**src/rtl/rs_syndrome_serial.sv**
```systemverilog
// ---------------------------------------------------------------------------
// rs_syndrome_serial
//
// Serial Reed-Solomon syndrome calculator.  Received symbols arrive one per
// accepted cycle, highest-degree coefficient first, and are folded into
// `check` Horner accumulators, one per generator root alpha^(genstart+j-1).
// When the last symbol of a frame is accepted, the final accumulators, the
// frame tag, a non-zero flag and a length-error flag are registered into the
// outputs.  osyndrome_val pulses one clock-enabled cycle later.
//
// Parameters
//   n        codeword length in symbols (n <= 2^m-1)
//   check    number of check symbols / syndromes
//   m        symbol width in bits
//   irrpol   primitive polynomial of GF(2^m), including the x^m term
//   genstart first root exponent of the generator polynomial
//   ptr_t    type of the codeword buffer tag
//
// Ports
//   iclk           clock, all state on its rising edge
//   ireset         asynchronous active-high reset
//   iclkena        clock enable; when low no state changes
//   isop/ival/ieop frame delimiters and symbol valid
//   idat           received symbol
//   iptr           codeword tag, sampled with isop
//   osyndrome_val  one-cycle strobe, syndromes ready
//   osyndrome_ptr  tag of the codeword the syndromes belong to
//   osyndrome      syndromes S1..Scheck (S1 in the most significant slot)
//   osyndrome_nz   any syndrome non-zero
//   olen_err       frame length was not exactly n symbols
// ---------------------------------------------------------------------------
module rs_syndrome_serial #(
  parameter int  n        = 240,
  parameter int  check    = 30,
  parameter int  m        = 8,
  parameter int  irrpol   = 285,
  parameter int  genstart = 0,
  parameter type ptr_t    = logic [3:0]
) (
  input  logic                      iclk,
  input  logic                      ireset,
  input  logic                      iclkena,
  input  logic                      isop,
  input  logic                      ival,
  input  logic                      ieop,
  input  logic [m-1:0]              idat,
  input  ptr_t                      iptr,
  output logic                      osyndrome_val,
  output ptr_t                      osyndrome_ptr,
  output logic [1:check][m-1:0]     osyndrome,
  output logic                      osyndrome_nz,
  output logic                      olen_err
);

  localparam int            order = (1 << m) - 1;
  localparam int            cw    = $clog2(n + 2);
  localparam logic [m-1:0]  poly  = m'(irrpol);
  localparam logic [cw-1:0] len_n   = cw'(n);
  localparam logic [cw-1:0] len_sat = cw'(n + 1);
  localparam logic [cw-1:0] len_one = cw'(1);

  localparam logic [0:0] ST_IDLE = 1'b0;
  localparam logic [0:0] ST_ACC  = 1'b1;

  // Column b of the constant multiplier alpha^e: the product alpha^e * x^b.
  // Evaluated at elaboration only, so each multiplier becomes a fixed XOR
  // network of input bits.
  function automatic logic [m-1:0][m-1:0] build_cols(input int e);
    logic [m-1:0][m-1:0] c;
    logic [m-1:0]        v;
    int                  r;
    r = e % order;
    if (r < 0) r += order;
    for (int b = 0; b < m; b++) begin
      v    = '0;
      v[b] = 1'b1;
      for (int k = 0; k < r; k++) begin
        v = (v << 1) ^ (v[m-1] ? poly : '0);
      end
      c[b] = v;
    end
    return c;
  endfunction

  logic [0:0]               state_q;
  logic [cw-1:0]            cnt_q;
  logic [1:check][m-1:0]    acc_q;
  ptr_t                     ptr_q;

  logic [1:check][m-1:0]    acc_hor;
  logic [1:check][m-1:0]    acc_d;
  logic [cw-1:0]            cnt_d;
  ptr_t                     ptr_d;
  logic                     sop_take;
  logic                     dat_take;
  logic                     eop_fire;

  // Horner step per root: acc * alpha^(genstart+j-1) xor idat.
  for (genvar j = 1; j <= check; j++) begin : g_root
    localparam logic [m-1:0][m-1:0] cols = build_cols(genstart + j - 1);
    logic [m-1:0] prod;
    always_comb begin
      prod = '0;
      for (int b = 0; b < m; b++) begin
        if (acc_q[j][b]) prod = prod ^ cols[b];
      end
    end
    assign acc_hor[j] = prod ^ idat;
  end

  // A start symbol is always taken (it restarts any frame in progress);
  // other symbols only count while a frame is open.
  assign sop_take = ival & isop;
  assign dat_take = ival & (isop | (state_q == ST_ACC));
  assign eop_fire = dat_take & ieop;

  // NOTE: every combinational output gets a default before any condition so
  // no path leaves it unassigned and no latch is inferred.
  always_comb begin
    acc_d = acc_hor;
    cnt_d = (cnt_q == len_sat) ? cnt_q : cnt_q + len_one;
    ptr_d = ptr_q;
    if (isop) begin
      acc_d = {check{idat}};
      cnt_d = len_one;
      ptr_d = iptr;
    end
  end

  // NOTE: the accumulators are ordinary flops, so they take the reset like
  // every other register; a half-accumulated frame never survives a reset.
  // NOTE: all state uses non-blocking assignment so every register samples
  // pre-edge values regardless of statement order.
  always_ff @(posedge iclk or posedge ireset) begin
    if (ireset) begin
      state_q       <= ST_IDLE;
      cnt_q         <= '0;
      acc_q         <= '0;
      ptr_q         <= '0;
      osyndrome_val <= 1'b0;
      osyndrome_ptr <= '0;
      osyndrome     <= '0;
      osyndrome_nz  <= 1'b0;
      olen_err      <= 1'b0;
    end else if (iclkena) begin
      osyndrome_val <= eop_fire;
      if (dat_take) begin
        acc_q <= acc_d;
        cnt_q <= cnt_d;
      end
      if (sop_take) ptr_q <= iptr;
      if (eop_fire)      state_q <= ST_IDLE;
      else if (sop_take) state_q <= ST_ACC;
      if (eop_fire) begin
        osyndrome     <= acc_d;
        osyndrome_ptr <= ptr_d;
        osyndrome_nz  <= |acc_d;
        olen_err      <= (cnt_d != len_n);
      end
    end
  end

endmodule

```
**config.mk**
```make
export PLATFORM = sky130hd
export DESIGN_NAME = rs_syndrome_serial
export DESIGN_NICKNAME = d
export VERILOG_FILES = /design/src/rtl/rs_syndrome_serial.sv
export SDC_FILE = /design/constraint.sdc
export NUM_CORES = 2
export LEC_CHECK = 0
export BUFFER_PORTS_ARGS = -buffer_cell sky130_fd_sc_hd__buf_2
export CORE_ASPECT_RATIO = 0.75
export CORE_UTILIZATION = 37
export CTS_BUF_LIST = sky130_fd_sc_hd__clkbuf_4
export CTS_CLUSTER_DIAMETER = 150
export CTS_CLUSTER_SIZE = 24
export DETAILED_ROUTE_END_ITERATION = 16
export GPL_TIMING_DRIVEN = 0
export MAX_ROUTING_LAYER = met4
export SETUP_SLACK_MARGIN = 0.15
export SLEW_MARGIN = 20
export SYNTH_ARGS = -nofsm -noshare
export SYNTH_HDL_FRONTEND = slang
export SYNTH_SLANG_ARGS = --single-unit
```
**constraint.sdc**
```tcl
create_clock -name iclk -period 17.3 [get_ports iclk]
set_input_delay 0.865 -clock iclk [delete_from_list [all_inputs] [get_ports iclk]]
set_output_delay 0.865 -clock iclk [all_outputs]
set_load 0.01 [all_outputs]
```
# After elaboration in Yosys (flattened, before gate mapping)
# Cells that the tools add are included.
[classes]
n_reduce_logical = 6
mux = 246
eq_ne = 2
bitwise = 244
addsub = 1
[op_table]
columns = ["op", "count"]
rows = [
  ["two-way mux 8 bit", 87],
  ["two-way mux 7 bit", 49],
  ["NOT 4 bit", 72],
  ["two-way mux 6 bit", 43],
  ["two-way mux 240 bit", 1],
  ["OR reduction 240 bit", 1],
  ["XOR 8 bit", 30],
  ["NOT 5 bit", 33],
  ["two-way mux 5 bit", 29],
  ["NOT 2 bit", 48],
  ["NOT 3 bit", 29],
  ["two-way mux 4 bit", 13],
  ["two-way mux 3 bit", 11],
  ["NOT 1 bit (first input constant)", 28],
  ["two-way mux 2 bit", 10],
  ["adder 8 x 1 -> 8 bit (second input constant)", 1],
  ["== test 8 bit (second input constant)", 1],
  ["!= test 8 bit (second input constant)", 1],
  ["AND reduction 2 bit", 4],
  ["AND 1 bit", 3],
  ["two-way mux 1 bit", 3],
  ["nonzero test 2 bit", 1],
  ["bitwise OR 1 bit", 1],
]
[word_totals]
wordCells = 566
regBits = 500

# Longest topological paths before layout
[logic_depth]
ltp_word = 18
mapped_depth = 12

# Worst setup path before layout
# No wires, ideal clock.
[synth_path]
kind = "input to register"
from = "input port isop"
to = "register osyndrome_nz"
slack_ps = 14365
path_stages = 10
required_ps = 17155
path_buffers = 3
arrival_time_ps = 2790
path_cell_list = "buf_6 -> buf_6 -> buf_6 -> or4_1 -> o32ai_1 -> nand3_1 -> nor4_1 -> nand4_1 -> nor4_2 -> a41oi_1"
[synth_via]
elab_chain_len = 4
word_cells_on_any_way = 6
cone_classes = "mux: 1; bitwise: 3; reduce/logical: 2"
[synth_lines]
columns = ["item", "line_no", "rtl"]
rows = [
  ["start, declared", "43", "input logic isop,"],
  ["branches (longest 4 deep; another with two-way mux 240 bit)", "--", ""],
  ["end signal, assigned", "157", "osyndrome_nz <= |acc_d;"],
  ["end, declared", "51", "output logic osyndrome_nz,"],
]
# Parallel ways; which one is timed is not known.
# A chain may end at the register's enable or synchronous reset.

# Final worst setup path
# Ends and elaborated chain as after synthesis.

==> flow_summary.rst <==
.. list-table::
   :header-rows: 1

   * - Metric
     - Value
   * - Buffer type at the clock tree root
     - sky130_fd_sc_hd__clkbuf_4
   * - Area growth syn-to-layout
     - 10.50%
   * - Count of endpoints failing hold in the final timing report
     - 0
   * - Met2 layer wire length in the routed design
     - 51.12 mm
   * - Worst supply voltage drop on vdd
     - 0.08418 mV
   * - Reg2reg start
     - state_q
   * - Reg2reg setup slack
     - between 10 and 15 ns
   * - Min setup slack post-route
     - 12.17 ns
   * - GRT overflow
     - 0
   * - Ordered cell list for the critical path
     - buf_6, buf_2, buf_2, buf_2, clkbuf_1, buf_2, nor2_1, xnor2_1, nand4_1, nor4_1, a41oi_1
   * - Via density
     - 5.748
   * - Share of the yosys chip area belonging to registers
     - 44.81%
   * - Detailed-routing iteration count for the pre-antenna-repair pass
     - 7
   * - Total setup violations reported at the end of the flow
     - 0
   * - Startpoint Class
     - primary input
   * - TritonCTS clock tree
     - yes
   * - Port-buffer cells
     - between 200 and 300
   * - Highest-delay cell along the critical path
     - sky130_fd_sc_hd__clkbuf_1
   * - Time the worst path needs with I/O delays and setup
     - around 5 ns
   * - Highest layer used for signal routing
     - met4
   * - Buffers plus inverters on the worst setup path
     - 6
   * - Data arrival, critical path
     - 5.82 ns
   * - Setup repair after global routing missed its margin
     - false
   * - DIE AREA
     - 76580 µm²
   * - Maximum fanout encountered on the critical timing path
     - 10
   * - Commonest cells after routing, fill and taps aside
     - 542 x sky130_fd_sc_hd__o21ai_0, 523 x sky130_fd_sc_hd__nand2_1, 500 x sky130_fd_sc_hd__dfrtp_1
   * - Mapped Area
     - between 20000 and 30000 µm²
   * - Number of max-cap violations
     - 0
   * - Slew Viols, Final
     - 0
   * - HP Class
     - primary input to flip-flop
   * - Vias in the first global route
     - 23.02k
   * - Buffers inserted during post-CTS setup optimization
     - 0
   * - Worst Min Path Start
     - iclkena
   * - Violation count after the first detailed-route iteration
     - between 3k and 4k
   * - Number of buffers added by the clock tree synthesis step
     - 24
   * - Cell variety after synth
     - 71
   * - Depth of the worst register-to-register path
     - 9
   * - Average footprint of a synthesized cell
     - 9.016 µm²
   * - Area inside the core boundary
     - 74030 µm²
   * - Antenna Violating Nets Remaining
     - 0
   * - P_leak
     - between 10 and 15 nW
   * - FF-to-FF End
     - acc_q[34]
   * - TritonCTS Sinks
     - 500
   * - Total detailed-routing wirelength
     - 127.9 mm
   * - Setup Skew
     - 0.1470 ns
   * - Placement row count
     - 86
   * - Post-Place Setup Slack
     - 11.66 ns
   * - Worst Path Class, Setup
     - primary input to flip-flop
   * - Leading area contributor after synthesis
     - sky130_fd_sc_hd__dfrtp_1
   * - Total routed wire length on the met1 layer
     - 56.28 mm
   * - Net count of the mapped netlist
     - 3117
   * - Post-Place Cells
     - 4325
   * - Detailed placer's ending HPWL
     - 97.10 mm
   * - Delay contributed by the slowest stage of the critical path
     - 0.77 ns
   * - Worst Hold Depth
     - 2
   * - Worst-Margin Slew
     - around 1.3 ns
   * - Most common cell after layout, fill and taps aside
     - sky130_fd_sc_hd__o21ai_0
   * - Top delay family on crit path
     - buffers and inverters
   * - Maximum clock frequency
     - 194.9 MHz
   * - Post-cts hold buffer count
     - 1
   * - Biggest area contributors in the synthesized netlist
     - sky130_fd_sc_hd__dfrtp_1 45%, sky130_fd_sc_hd__xnor2_1 13%, sky130_fd_sc_hd__o21ai_0 9.7%
   * - Max clock buf depth
     - 3
   * - Power density normalized to cell area
     - 219.6 nW/µm²
   * - Total routing usage reported by global routing
     - between 30% and 40%
   * - Global-route wire length before repair
     - 178.6 mm
   * - Remaining max-slew budget at the tightest pin
     - 12.39%
   * - Required time worst endpoint
     - approximately 18 ns
   * - Endpoint kind of the worst setup timing path
     - flip-flop
   * - Vertical extent of the die
     - 239.9 µm
   * - Fraction of synthesis flops using an asynchronous set or reset pin
     - 100.0%
   * - Share of post-route cells with drive strength above 1
     - between 10 and 15%
   * - Portion of the clock cycle consumed by the worst path in the final layout
     - between 20% and 30%
   * - Number of synthesized flops with an enable pin
     - 0
   * - Pin count of the biggest net entering global routing
     - 105
   * - Total number of yosys warnings
     - 0
   * - Number of synthesized register bits
     - 500
   * - Post_cts resized
     - 0
   * - Layout Nets
     - 3405
   * - Die outline width
     - 319.2 µm
   * - Result of the run
     - finished, final reports clean
   * - Top_reg_cell synth
     - sky130_fd_sc_hd__dfrtp_1
   * - Capture endpoint of the worst hold path
     - osyndrome_val
   * - Routability congestion estimate
     - 1.072
   * - Critical Path Most Common Cell
     - sky130_fd_sc_hd__buf_2
   * - Residual DRC
     - 0
   * - Clock-pin slew on the worst setup and hold paths
     - 0.25 ns
   * - Total vias in the final route
     - approximately 25k
   * - Synth top area share
     - 44.81%
   * - Met3 wire length
     - 15.10 mm
   * - Synthesized instance count
     - 3097
   * - Number of cells in the finished layout apart from fillers
     - 4368
   * - Top-level I/O count
     - 265
   * - Final design utilization
     - 41.68%
   * - Antenna violations before repair
     - 11
   * - H-tree lvl count
     - 1
   * - Clock Latency Late Sink
     - between 1 and 1.5 ns
   * - Setup total negative slack
     - 0 ns
   * - Initial standard-cell utilization of the core
     - 37.72%
   * - Wirelength per Cell
     - 29.27 µm
[state kept, by name, indices dropped and copies added (netlist names)]
signal         count
acc_q            240
osyndrome        240
cnt_q              8
osyndrome_ptr      4
ptr_q              4
olen_err           1
osyndrome_nz       1
osyndrome_val      1
state_q            1
[per-layer routing]
layer | GRT usage [%] | up-vias
li1 | - | 10880
met4 | 12.16 | 0
met3 | 8.743 | 274
met5 | - | -
met1 | 48.38 | 12560
met2 | 45.52 | 1396
[worst register-to-register path: cells and delay by family, from the launching register on]
| kind | cells | cell delay [ns] |
|---|---|---|
| flip-flops | 1 | 0.43 |
| buffers and inverters | 5 | 3.48 |
| AND/OR/NAND/NOR | 3 | 0.56 |
| AO/OA/AOI/OAI | 1 | 0.10 |
[Yosys cell counts, types with 14 or more instances]
master,number
sky130_fd_sc_hd__nand4_1,35
sky130_fd_sc_hd__dfrtp_1,500
sky130_fd_sc_hd__clkbuf_1,171
sky130_fd_sc_hd__xor2_1,109
sky130_fd_sc_hd__buf_2,54
sky130_fd_sc_hd__xnor3_1,37
sky130_fd_sc_hd__nor3_1,23
sky130_fd_sc_hd__nand2_1,523
sky130_fd_sc_hd__nand3_1,32
sky130_fd_sc_hd__nand2b_1,14
sky130_fd_sc_hd__nor2b_1,38
sky130_fd_sc_hd__nor4_1,18
sky130_fd_sc_hd__a31oi_1,19
sky130_fd_sc_hd__or3_1,30
sky130_fd_sc_hd__nor2_1,236
sky130_fd_sc_hd__mux2i_1,31
sky130_fd_sc_hd__xnor2_1,409
sky130_fd_sc_hd__buf_1,19
sky130_fd_sc_hd__and2_1,34
sky130_fd_sc_hd__o21ai_0,542
sky130_fd_sc_hd__a21oi_1,47
[cells by family (layout without fill, tap and decap cells)]
group | count (synthesis) | count (layout) | share of synthesized area (%)
and+or+nand+nor | 1031 | 1031 | 16.41
xor gates and xnor gates | 563 | 563 | 19.81
adders and majority gates | 2 | 2 | 0.08961
AOI/OAI and AO/OA | 691 | 691 | 13.34
buffers and inverters | 269 | 557 | 4.037
muxes | 41 | 41 | 1.515
DFF | 500 | 500 | 44.81
other | 0 | 15 | 0
[per-stage QoR]
stage,instance area (µm²),power [W],hold slack (ns)
after floorplan,27920,0.004659,0.4509
after global placement,30410,0.006152,0.4586
after detailed placement,30560,0.006176,0.4647
after CTS,30790,0.006641,0.04078
after global routing,30840,0.007104,0.04014
final,30850,0.006775,0.07443
[report_power, final]
part | total [W] | internal (W) | switching [W]
clock network | 0.000462 | 0.0000811 | 0.000381
logic | 0.00419 | 0.00159 | 0.00260
registers | 0.00212 | 0.00166 | 0.000458
total | 0.00678 | 0.00333 | 0.00344
[cell type report]
cell class | count | area [µm²]
inverters | 15 | 63.81
plain buffers | 254 | 1082
clock buffers | 25 | 187.7
well taps | 968 | 1211
fillers | 7613 | 43180
clock inverters | 1 | 30.03
repair buffers | 262 | 1439
diodes | 15 | 37.54
flip-flops and latches | 500 | 12510
multi-input cells | 2328 | 14290
[how the worst max path moves through the flow]
stage | start | to | slack [ns] | cells past startpoint
after detailed placement | isop | osyndrome_nz | 11.66 | 11
after global routing | isop | osyndrome_nz | 12.47 | 12
after floorplan | ireset | acc_q[0] | 2.48 | 1
after CTS | isop | osyndrome_nz | 12.68 | 11
after global placement | ireset | osyndrome_ptr[1] | -3.91 | 2
final | isop | osyndrome_nz | 12.17 | 11
(Power assumes the default switching activity.)
